===== src/rtl/muldiv_pkg.sv =====
// Shared types and constants for the HI/LO multiply/divide unit.
package muldiv_pkg;

   typedef enum logic [1:0] {
      OP_MULT  = 2'd0,
      OP_MULTU = 2'd1,
      OP_DIV   = 2'd2,
      OP_DIVU  = 2'd3
   } md_op_t;

   typedef enum logic [1:0] {
      IDLE = 2'd0,
      MUL  = 2'd1,
      DIV  = 2'd2,
      FIX  = 2'd3
   } md_state_t;

   // Quotient returned on divide-by-zero; sliced down to the operand width.
   localparam logic [63:0] DIV0_QUOT = {64{1'b1}};

   function automatic logic md_is_signed(input md_op_t op);
      return (op == OP_MULT) || (op == OP_DIV);
   endfunction

   function automatic logic md_is_div(input md_op_t op);
      return (op == OP_DIV) || (op == OP_DIVU);
   endfunction

endpackage


===== src/rtl/muldiv_ctrl_div_iter.sv =====
// Unsigned restoring divider, one quotient bit per step.
// After WIDTH steps following a load, quot_o/rem_o hold the unsigned result.
module div_iter #(
   parameter int WIDTH = 32
) (
   input  logic             clk_i,
   input  logic             rst_ni,
   input  logic             load_i,
   input  logic             step_i,
   input  logic [WIDTH-1:0] dividend_i,
   input  logic [WIDTH-1:0] divisor_i,
   output logic [WIDTH-1:0] quot_o,
   output logic [WIDTH-1:0] rem_o
);

   logic [WIDTH-1:0] rem_q, rem_d;
   logic [WIDTH-1:0] quot_q, quot_d;
   logic [WIDTH-1:0] dvs_q;
   logic [WIDTH:0]   rem_sh;
   logic [WIDTH:0]   diff;

   // Trial subtraction of the divisor from the shifted partial remainder.
   always_comb begin
      rem_sh = {rem_q, quot_q[WIDTH-1]};
      diff   = rem_sh - {1'b0, dvs_q};
      rem_d  = rem_q;
      quot_d = quot_q;
      if (load_i) begin
         rem_d  = '0;
         quot_d = dividend_i;
      end else if (step_i) begin
         if (!diff[WIDTH]) begin
            rem_d  = diff[WIDTH-1:0];
            quot_d = {quot_q[WIDTH-2:0], 1'b1};
         end else begin
            rem_d  = rem_sh[WIDTH-1:0];
            quot_d = {quot_q[WIDTH-2:0], 1'b0};
         end
      end
   end

   // Partial remainder, quotient/dividend shift register and held divisor.
   always_ff @(posedge clk_i or negedge rst_ni) begin
      if (!rst_ni) begin
         rem_q  <= '0;
         quot_q <= '0;
         dvs_q  <= '0;
      end else begin
         rem_q  <= rem_d;
         quot_q <= quot_d;
         if (load_i) dvs_q <= divisor_i;
      end
   end

   assign quot_o = quot_q;
   assign rem_o  = rem_q;

endmodule


===== src/rtl/muldiv_ctrl.sv =====
// Multi-cycle multiply/divide unit owning the architectural HI/LO registers.
//
//  state | meaning
//  IDLE  | no op in flight; MTHI/MTLO accepted, start accepted
//  MUL   | latency countdown for MULT/MULTU, product written at count 0
//  DIV   | one restoring step per cycle on operand magnitudes
//  FIX   | sign correction / divide-by-zero result, HI/LO written
module muldiv_ctrl
   import muldiv_pkg::*;
#(
   parameter int WIDTH      = 32,
   parameter int MUL_CYCLES = 4
) (
   input  logic             clk_i,
   input  logic             rst_ni,
   input  logic             start_i,
   input  logic [1:0]       op_i,
   input  logic [WIDTH-1:0] a_i,
   input  logic [WIDTH-1:0] b_i,
   input  logic             flush_i,
   input  logic             mthi_i,
   input  logic             mtlo_i,
   input  logic [WIDTH-1:0] wdata_i,
   input  logic             rd_hilo_i,
   output logic             busy_o,
   output logic             stall_o,
   output logic [WIDTH-1:0] hi_o,
   output logic [WIDTH-1:0] lo_o
);

   localparam int CNT_MAX = (WIDTH > MUL_CYCLES) ? WIDTH : MUL_CYCLES;
   localparam int CW      = $clog2(CNT_MAX + 1);

   md_state_t        state_q, state_d;
   md_op_t           op_in, op_q;
   logic [CW-1:0]    cnt_q, cnt_d;
   logic [WIDTH-1:0] a_q, b_q;
   logic [WIDTH-1:0] hi_q, hi_d, lo_q, lo_d;
   logic             accept, cnt_zero;
   logic             div_load, div_step, wr_mul, wr_fix;
   logic [WIDTH-1:0] a_mag, b_mag, quot, rem;
   logic             sgn, q_neg, r_neg;
   logic [2*WIDTH-1:0] a_ext, b_ext, prod;

   assign op_in    = md_op_t'(op_i);
   assign accept   = start_i && (state_q == IDLE) && !flush_i;
   assign cnt_zero = (cnt_q == '0);

   // State register.
   always_ff @(posedge clk_i or negedge rst_ni) begin
      if (!rst_ni) state_q <= IDLE;
      else         state_q <= state_d;
   end

   // Next-state logic; flush overrides completion and a same-cycle start.
   always_comb begin
      state_d = state_q;
      if (flush_i) begin
         state_d = IDLE;
      end else begin
         case (state_q)
            IDLE: if (start_i) begin
               if (!md_is_div(op_in)) state_d = MUL;
               else if (b_i == '0)    state_d = FIX;
               else                   state_d = DIV;
            end
            MUL:  if (cnt_zero) state_d = IDLE;
            DIV:  if (cnt_zero) state_d = FIX;
            FIX:  state_d = IDLE;
            default: state_d = IDLE;
         endcase
      end
   end

   // Per-state outputs and datapath strobes.
   always_comb begin
      busy_o   = (state_q != IDLE);
      div_load = accept && md_is_div(op_in);
      div_step = (state_q == DIV);
      wr_mul   = (state_q == MUL) && cnt_zero && !flush_i;
      wr_fix   = (state_q == FIX) && !flush_i;
   end

   assign stall_o = busy_o && (start_i || mthi_i || mtlo_i || rd_hilo_i);

   // Latency down-counter.
   always_comb begin
      cnt_d = cnt_q;
      if (flush_i)
         cnt_d = '0;
      else if (accept)
         cnt_d = md_is_div(op_in) ? CW'(WIDTH - 1) : CW'(MUL_CYCLES - 1);
      else if ((state_q == MUL || state_q == DIV) && !cnt_zero)
         cnt_d = cnt_q - 1'b1;
   end

   // Counter and operand latches captured on accept.
   always_ff @(posedge clk_i or negedge rst_ni) begin
      if (!rst_ni) begin
         cnt_q <= '0;
         op_q  <= OP_MULT;
         a_q   <= '0;
         b_q   <= '0;
      end else begin
         cnt_q <= cnt_d;
         if (accept) begin
            op_q <= op_in;
            a_q  <= a_i;
            b_q  <= b_i;
         end
      end
   end

   // Divider runs on magnitudes; signs are restored in FIX.
   assign a_mag = (md_is_signed(op_in) && a_i[WIDTH-1]) ? -a_i : a_i;
   assign b_mag = (md_is_signed(op_in) && b_i[WIDTH-1]) ? -b_i : b_i;

   div_iter #(.WIDTH(WIDTH)) u_div (
      .clk_i      (clk_i),
      .rst_ni     (rst_ni),
      .load_i     (div_load),
      .step_i     (div_step),
      .dividend_i (a_mag),
      .divisor_i  (b_mag),
      .quot_o     (quot),
      .rem_o      (rem)
   );

   assign sgn   = md_is_signed(op_q);
   assign q_neg = sgn && (a_q[WIDTH-1] ^ b_q[WIDTH-1]);
   assign r_neg = sgn && a_q[WIDTH-1];
   assign a_ext = {{WIDTH{sgn & a_q[WIDTH-1]}}, a_q};
   assign b_ext = {{WIDTH{sgn & b_q[WIDTH-1]}}, b_q};
   assign prod  = a_ext * b_ext;

   // HI/LO next value: op results while busy, MTHI/MTLO only while idle.
   always_comb begin
      hi_d = hi_q;
      lo_d = lo_q;
      if (wr_mul) begin
         {hi_d, lo_d} = prod;
      end else if (wr_fix) begin
         if (b_q == '0) begin
            hi_d = a_q;
            lo_d = DIV0_QUOT[WIDTH-1:0];
         end else begin
            hi_d = r_neg ? -rem  : rem;
            lo_d = q_neg ? -quot : quot;
         end
      end else if (!busy_o) begin
         if (mthi_i) hi_d = wdata_i;
         if (mtlo_i) lo_d = wdata_i;
      end
   end

   // Architectural HI/LO registers.
   always_ff @(posedge clk_i or negedge rst_ni) begin
      if (!rst_ni) begin
         hi_q <= '0;
         lo_q <= '0;
      end else begin
         hi_q <= hi_d;
         lo_q <= lo_d;
      end
   end

   assign hi_o = hi_q;
   assign lo_o = lo_q;

endmodule


===== config.mk =====
export PLATFORM = sky130hd
export DESIGN_NAME = muldiv_ctrl
export DESIGN_NICKNAME = d
export VERILOG_FILES = /design/src/rtl/muldiv_pkg.sv /design/src/rtl/muldiv_ctrl_div_iter.sv /design/src/rtl/muldiv_ctrl.sv
export SDC_FILE = /design/constraint.sdc
export NUM_CORES = 2
export LEC_CHECK = 0
export ABC_AREA = 1
export ABC_CLOCK_PERIOD_IN_PS = 6700
export BUFFER_PORTS_ARGS = -buffer_cell sky130_fd_sc_hd__buf_2
export CAP_MARGIN = 20
export CORE_MARGIN = 8
export CORE_UTILIZATION = 60
export DETAILED_ROUTE_END_ITERATION = 12
export MAX_ROUTING_LAYER = met4
export PLACE_DENSITY_LB_ADDON = 0.15
export SYNTH_ARGS = -nofsm -noshare
export SYNTH_HDL_FRONTEND = slang
export SYNTH_SLANG_ARGS = --single-unit

===== constraint.sdc =====
create_clock -name clk_i -period 6.7 [get_ports clk_i]
set_clock_uncertainty 0.05 [all_clocks]
set_input_delay 0 -clock clk_i [delete_from_list [all_inputs] [get_ports clk_i]]
set_output_delay 0 -clock clk_i [all_outputs]
set_load 0.01 [all_outputs]

==> impl_summary.log <==
[metrics] Synth area leaders: sky130_fd_sc_hd__fa_1, sky130_fd_sc_hd__nand2_1, sky130_fd_sc_hd__inv_1, sky130_fd_sc_hd__dfrtp_1, sky130_fd_sc_hd__ha_1
[metrics] initial antenna violation count: 7
[metrics] detailed placement HPWL: 168 mm
[metrics] fmax: around 140 MHz
[metrics] total routing usage reported by global routing: 42.0%
[metrics] die boundary height: about 320 µm
[metrics] number of storage elements in the synthesis netlist: 233
[metrics] library cell appearing most often on the critical path: sky130_fd_sc_hd__fa_1
[metrics] DRT iter0 DRCs: 5,443
[metrics] number of warnings reported in the yosys synthesis log: 0
[metrics] post-synth top area share: 39.7%
[metrics] most area-hungry cell type in the Yosys netlist: sky130_fd_sc_hd__fa_1
[metrics] area overhead of the layout relative to synthesis: 22.6%
[metrics] Worst EP arrival: 7.77 ns
[metrics] fin crit share: 109%
[metrics] normalized max-slew margin: 28.8%
[metrics] type of the worst setup path: reg2reg
[metrics] # DRC: 0
[metrics] total number of vias: 54,700
[metrics] area of the die: ~100,000 µm²
[metrics] clock-pin transition on the worst setup and hold timing paths: 0.07 ns
[metrics] transition time at the pin with the least slew margin: 1.07 ns
[metrics] post-synth design cell area: 56,700 µm²
[metrics] CTS H-tree depth: 1
[metrics] number of placement rows: 113
[metrics] slowest stage delay, CP: roughly 0.6 ns
[metrics] final slew viol count: 0
[metrics] average size of a mapped cell: approximately 7.4 µm²
[metrics] number of instances in the placed design: 9,416
[metrics] Hold/Removal Path Class: in2async
[metrics] post-route antenna net violation count: 0
[metrics] Post-synth ARST share: 100%
[metrics] post-detailed-route wirelength per cell: roughly 22 µm
[metrics] min Tclk post-route: 7.31 ns
[metrics] run status: complete, but fails checks
[metrics] maximum clock path buffer count: 3
[metrics] number of standard cells in the layout, taps in and fillers out: between 9,000 and 10,000
[metrics] violations in the final reports: negative hold slack, negative setup slack
[metrics] number of maximum-capacitance violations: 0
[metrics] Die W: 324 µm
[metrics] synthesized netlist net count: 9,188
[metrics] Post-synth EDFFs: 0
[metrics] Post-Route Hold Slack: -0.0595 ns
[metrics] setup repair after global routing missed its margin: yes
[metrics] crit path capture type: flop
[metrics] via/cell ratio: ~5.6
[metrics] flip-flop cell with the highest count after synthesis: sky130_fd_sc_hd__dfrtp_1
[metrics] Core Region: ~94,000 µm²
[metrics] via count of the first global-routing pass: between 50,000 and 60,000
[metrics] Data required, critical path: 7.16 ns
[metrics] count of unique library cells instantiated by Yosys: 49
[metrics] largest net degree at the start of global routing: approximately 130
[metrics] PortBufs: 170
[metrics] summed negative setup slack over all endpoints: -18.77 ns
[metrics] final-report hold violation count: 17
[metrics] final weighted congestion of routability-driven global placement: 1.04
[metrics] area of combinational cells with multiple inputs: 44,700 µm²
[metrics] portion of the post-synthesis area used by sequential elements: around a tenth
[metrics] total routed wirelength: 215 mm
[metrics] total area of sequential cells: 5850 µm²
[metrics] slowest CP cell: sky130_fd_sc_hd__fa_1
[metrics] CP Max Fanout: 6
[metrics] net total in the final layout: a little under 10,000
[metrics] worst-skew pair later-pin latency: 0.64 ns
[metrics] I/O pin count: 171
[metrics] final worst-path setup slack: -0.609 ns
[metrics] sort of element at the start of the critical path: flop
[metrics] final design instance area without fill: 69,600 µm²
[metrics] total congestion overflow: 0
[metrics] fraction of layout cells with a size suffix above 1: 18.5%
[metrics] CTS tree: built
[metrics] cts bufs inserted: 30
[metrics] Cells after Synth: around 7,700
[metrics] root buffer selected by CTS: sky130_fd_sc_hd__clkbuf_16
[metrics] final setup violation count: 46
[metrics] 1st-pass router iterations: 8
[metrics] wire length of the first global-routing pass: approximately 330 mm
[metrics] CTS sink count: 233
[metrics] effective utilization at floorplan: roughly three fifths
[metrics] placed instance area: 63,800 µm²
[metrics] filler instances: 6,993
==> metrics by stage <==
| step | hold WS, ns | util (%) | worst slack, ns |
|---|---|---|---|
| 4_1_cts | 0.0205 | 72.3 | -0.534 |
| 3_5_place_dp | 0.0901 | 67.7 | -0.806 |
| 5_1_grt | 0.0488 | 73.8 | -0.772 |
| 6_report | -0.0595 | 73.8 | -0.609 |
| 3_3_place_gp | 0.0897 | 67.7 | -0.809 |
| 2_1_floorplan | -0.346 | - | -0.288 |
==> synth_stat cells (2+ instances only) <==
| library cell | number |
|---|---|
| sky130_fd_sc_hd__nand2_1 | 2242 |
| sky130_fd_sc_hd__inv_1 | 1911 |
| sky130_fd_sc_hd__fa_1 | 1126 |
| sky130_fd_sc_hd__nor2_1 | 449 |
| sky130_fd_sc_hd__clkbuf_1 | 309 |
| sky130_fd_sc_hd__nand3_1 | 290 |
| sky130_fd_sc_hd__ha_1 | 254 |
| sky130_fd_sc_hd__a21oi_1 | 251 |
| sky130_fd_sc_hd__o21ai_0 | 249 |
| sky130_fd_sc_hd__dfrtp_1 | 233 |
| sky130_fd_sc_hd__xor2_1 | 66 |
| sky130_fd_sc_hd__nand4_1 | 38 |
| sky130_fd_sc_hd__buf_2 | 28 |
| sky130_fd_sc_hd__o221ai_1 | 25 |
| sky130_fd_sc_hd__o21bai_1 | 24 |
| sky130_fd_sc_hd__nor3_1 | 21 |
| sky130_fd_sc_hd__o21ai_1 | 20 |
| sky130_fd_sc_hd__xnor2_1 | 17 |
| sky130_fd_sc_hd__a31oi_1 | 15 |
| sky130_fd_sc_hd__nand2_2 | 13 |
| sky130_fd_sc_hd__nand3b_1 | 13 |
| sky130_fd_sc_hd__buf_1 | 11 |
| sky130_fd_sc_hd__nand3_2 | 10 |
| sky130_fd_sc_hd__o211ai_1 | 10 |
| sky130_fd_sc_hd__buf_6 | 9 |
| sky130_fd_sc_hd__inv_2 | 8 |
| sky130_fd_sc_hd__nor4_1 | 7 |
| sky130_fd_sc_hd__a21o_1 | 5 |
| sky130_fd_sc_hd__o21a_1 | 5 |
| sky130_fd_sc_hd__a21boi_0 | 4 |
| sky130_fd_sc_hd__clkinv_1 | 4 |
| sky130_fd_sc_hd__nor2_2 | 4 |
| sky130_fd_sc_hd__nor3_2 | 4 |
| sky130_fd_sc_hd__o22ai_1 | 4 |
| sky130_fd_sc_hd__and2_1 | 3 |
| sky130_fd_sc_hd__buf_4 | 3 |
| sky130_fd_sc_hd__o211ai_2 | 3 |
| sky130_fd_sc_hd__and2_0 | 2 |
| sky130_fd_sc_hd__o21ai_2 | 2 |
| sky130_fd_sc_hd__o31ai_1 | 2 |
==> what timing repair did <==
item                                    4_1_cts  5_1_grt
gates resized for setup                     412      310
setup buffers                                45       38
pin swaps                                   145      157
hold buffers                                112        0
endpoints found under the hold margin       303        0
cloned                                       12        1
endpoints found under the setup margin       49       53
==> final timing paths <==
check,startpoint,end,slack [ns],cells after the start
setup / recovery,a_q[9],hi_o[19],-0.61,26
hold / removal,rst_ni,lo_o[16],-0.06,2
setup reg to reg,a_q[9],hi_o[19],-0.61,26
hold reg to reg,lo_o[20],lo_o[20],0.43,2
max in group asynchronous,rst_ni,b_q[8],5.19,3
min in group clk_i,mthi_i,hi_o[25],0.07,6
==> kinds of logic after synthesis <==
kind of cell    count (synthesis)  synth area share, %
compound gates                623                 6.00
flops                         233                 10.3
buf+inv                      2284                 15.3
fa+ha+maj                    1380                 45.3
xor+xnor                       83                 1.28
simple gates                 3100                 21.8
==> layer usage <==
layer,vias up,GRT usage (%),part of all wire (%)
li1,23800,-,-
met1,26700,50.6,36
met2,3244,66.5,46
met3,1015,8.38,10
met4,0,23.4,7.6
met5,-,-,0
==> layout make-up <==
class | instances | share of cell area (%)
clock buffers | 38 | 1.21
flip-flops and latches | 233 | 8.41
clock inverters | 18 | 0.297
multi-input cells | 5186 | 64.3
inverters | 1923 | 10.4
well taps | 1265 | 2.27
diodes | 7 | 0.0252
repair buffers | 1011 | 13.1
==> worst max-delay path, delay by kind of cell (launching register included) <==
kind          cells  cell delay, ns
simple gates     10            1.23
fa+ha+maj         9            4.67
buf+inv           7            0.79
flops             1            0.45
==> state kept, by name, summed over array words and instances (netlist names) <==
signal and cells:
a_q 32, b_q 32, hi_o 32, lo_o 32, u_div.dvs_q 32, u_div.quot_o 32, u_div.rem_o 32, cnt_q 6
state_q 2, op_q 1
==> cell usage in the layout (no fill, tap or decap), types with 46 or more instances in the layout <==
| cell | n |
|---|---|
| sky130_fd_sc_hd__a21oi_1 | 181 |
| sky130_fd_sc_hd__a21oi_2 | 62 |
| sky130_fd_sc_hd__buf_12 | 97 |
| sky130_fd_sc_hd__buf_2 | 169 |
| sky130_fd_sc_hd__buf_4 | 571 |
| sky130_fd_sc_hd__dfrtp_1 | 222 |
| sky130_fd_sc_hd__dlygate4sd3_1 | 112 |
| sky130_fd_sc_hd__fa_1 | 1080 |
| sky130_fd_sc_hd__fa_2 | 46 |
| sky130_fd_sc_hd__ha_1 | 205 |
| sky130_fd_sc_hd__ha_4 | 46 |
| sky130_fd_sc_hd__inv_1 | 1842 |
| sky130_fd_sc_hd__inv_2 | 74 |
| sky130_fd_sc_hd__nand2_1 | 2081 |
| sky130_fd_sc_hd__nand2_2 | 138 |
| sky130_fd_sc_hd__nand3_1 | 264 |
| sky130_fd_sc_hd__nor2_1 | 359 |
| sky130_fd_sc_hd__nor2_4 | 49 |
| sky130_fd_sc_hd__o21ai_0 | 217 |
| sky130_fd_sc_hd__xor2_1 | 64 |
Power is left out: the tool's default activity adds up to more than one toggle a clock period on the data nets, which glitch-free logic cannot reach.
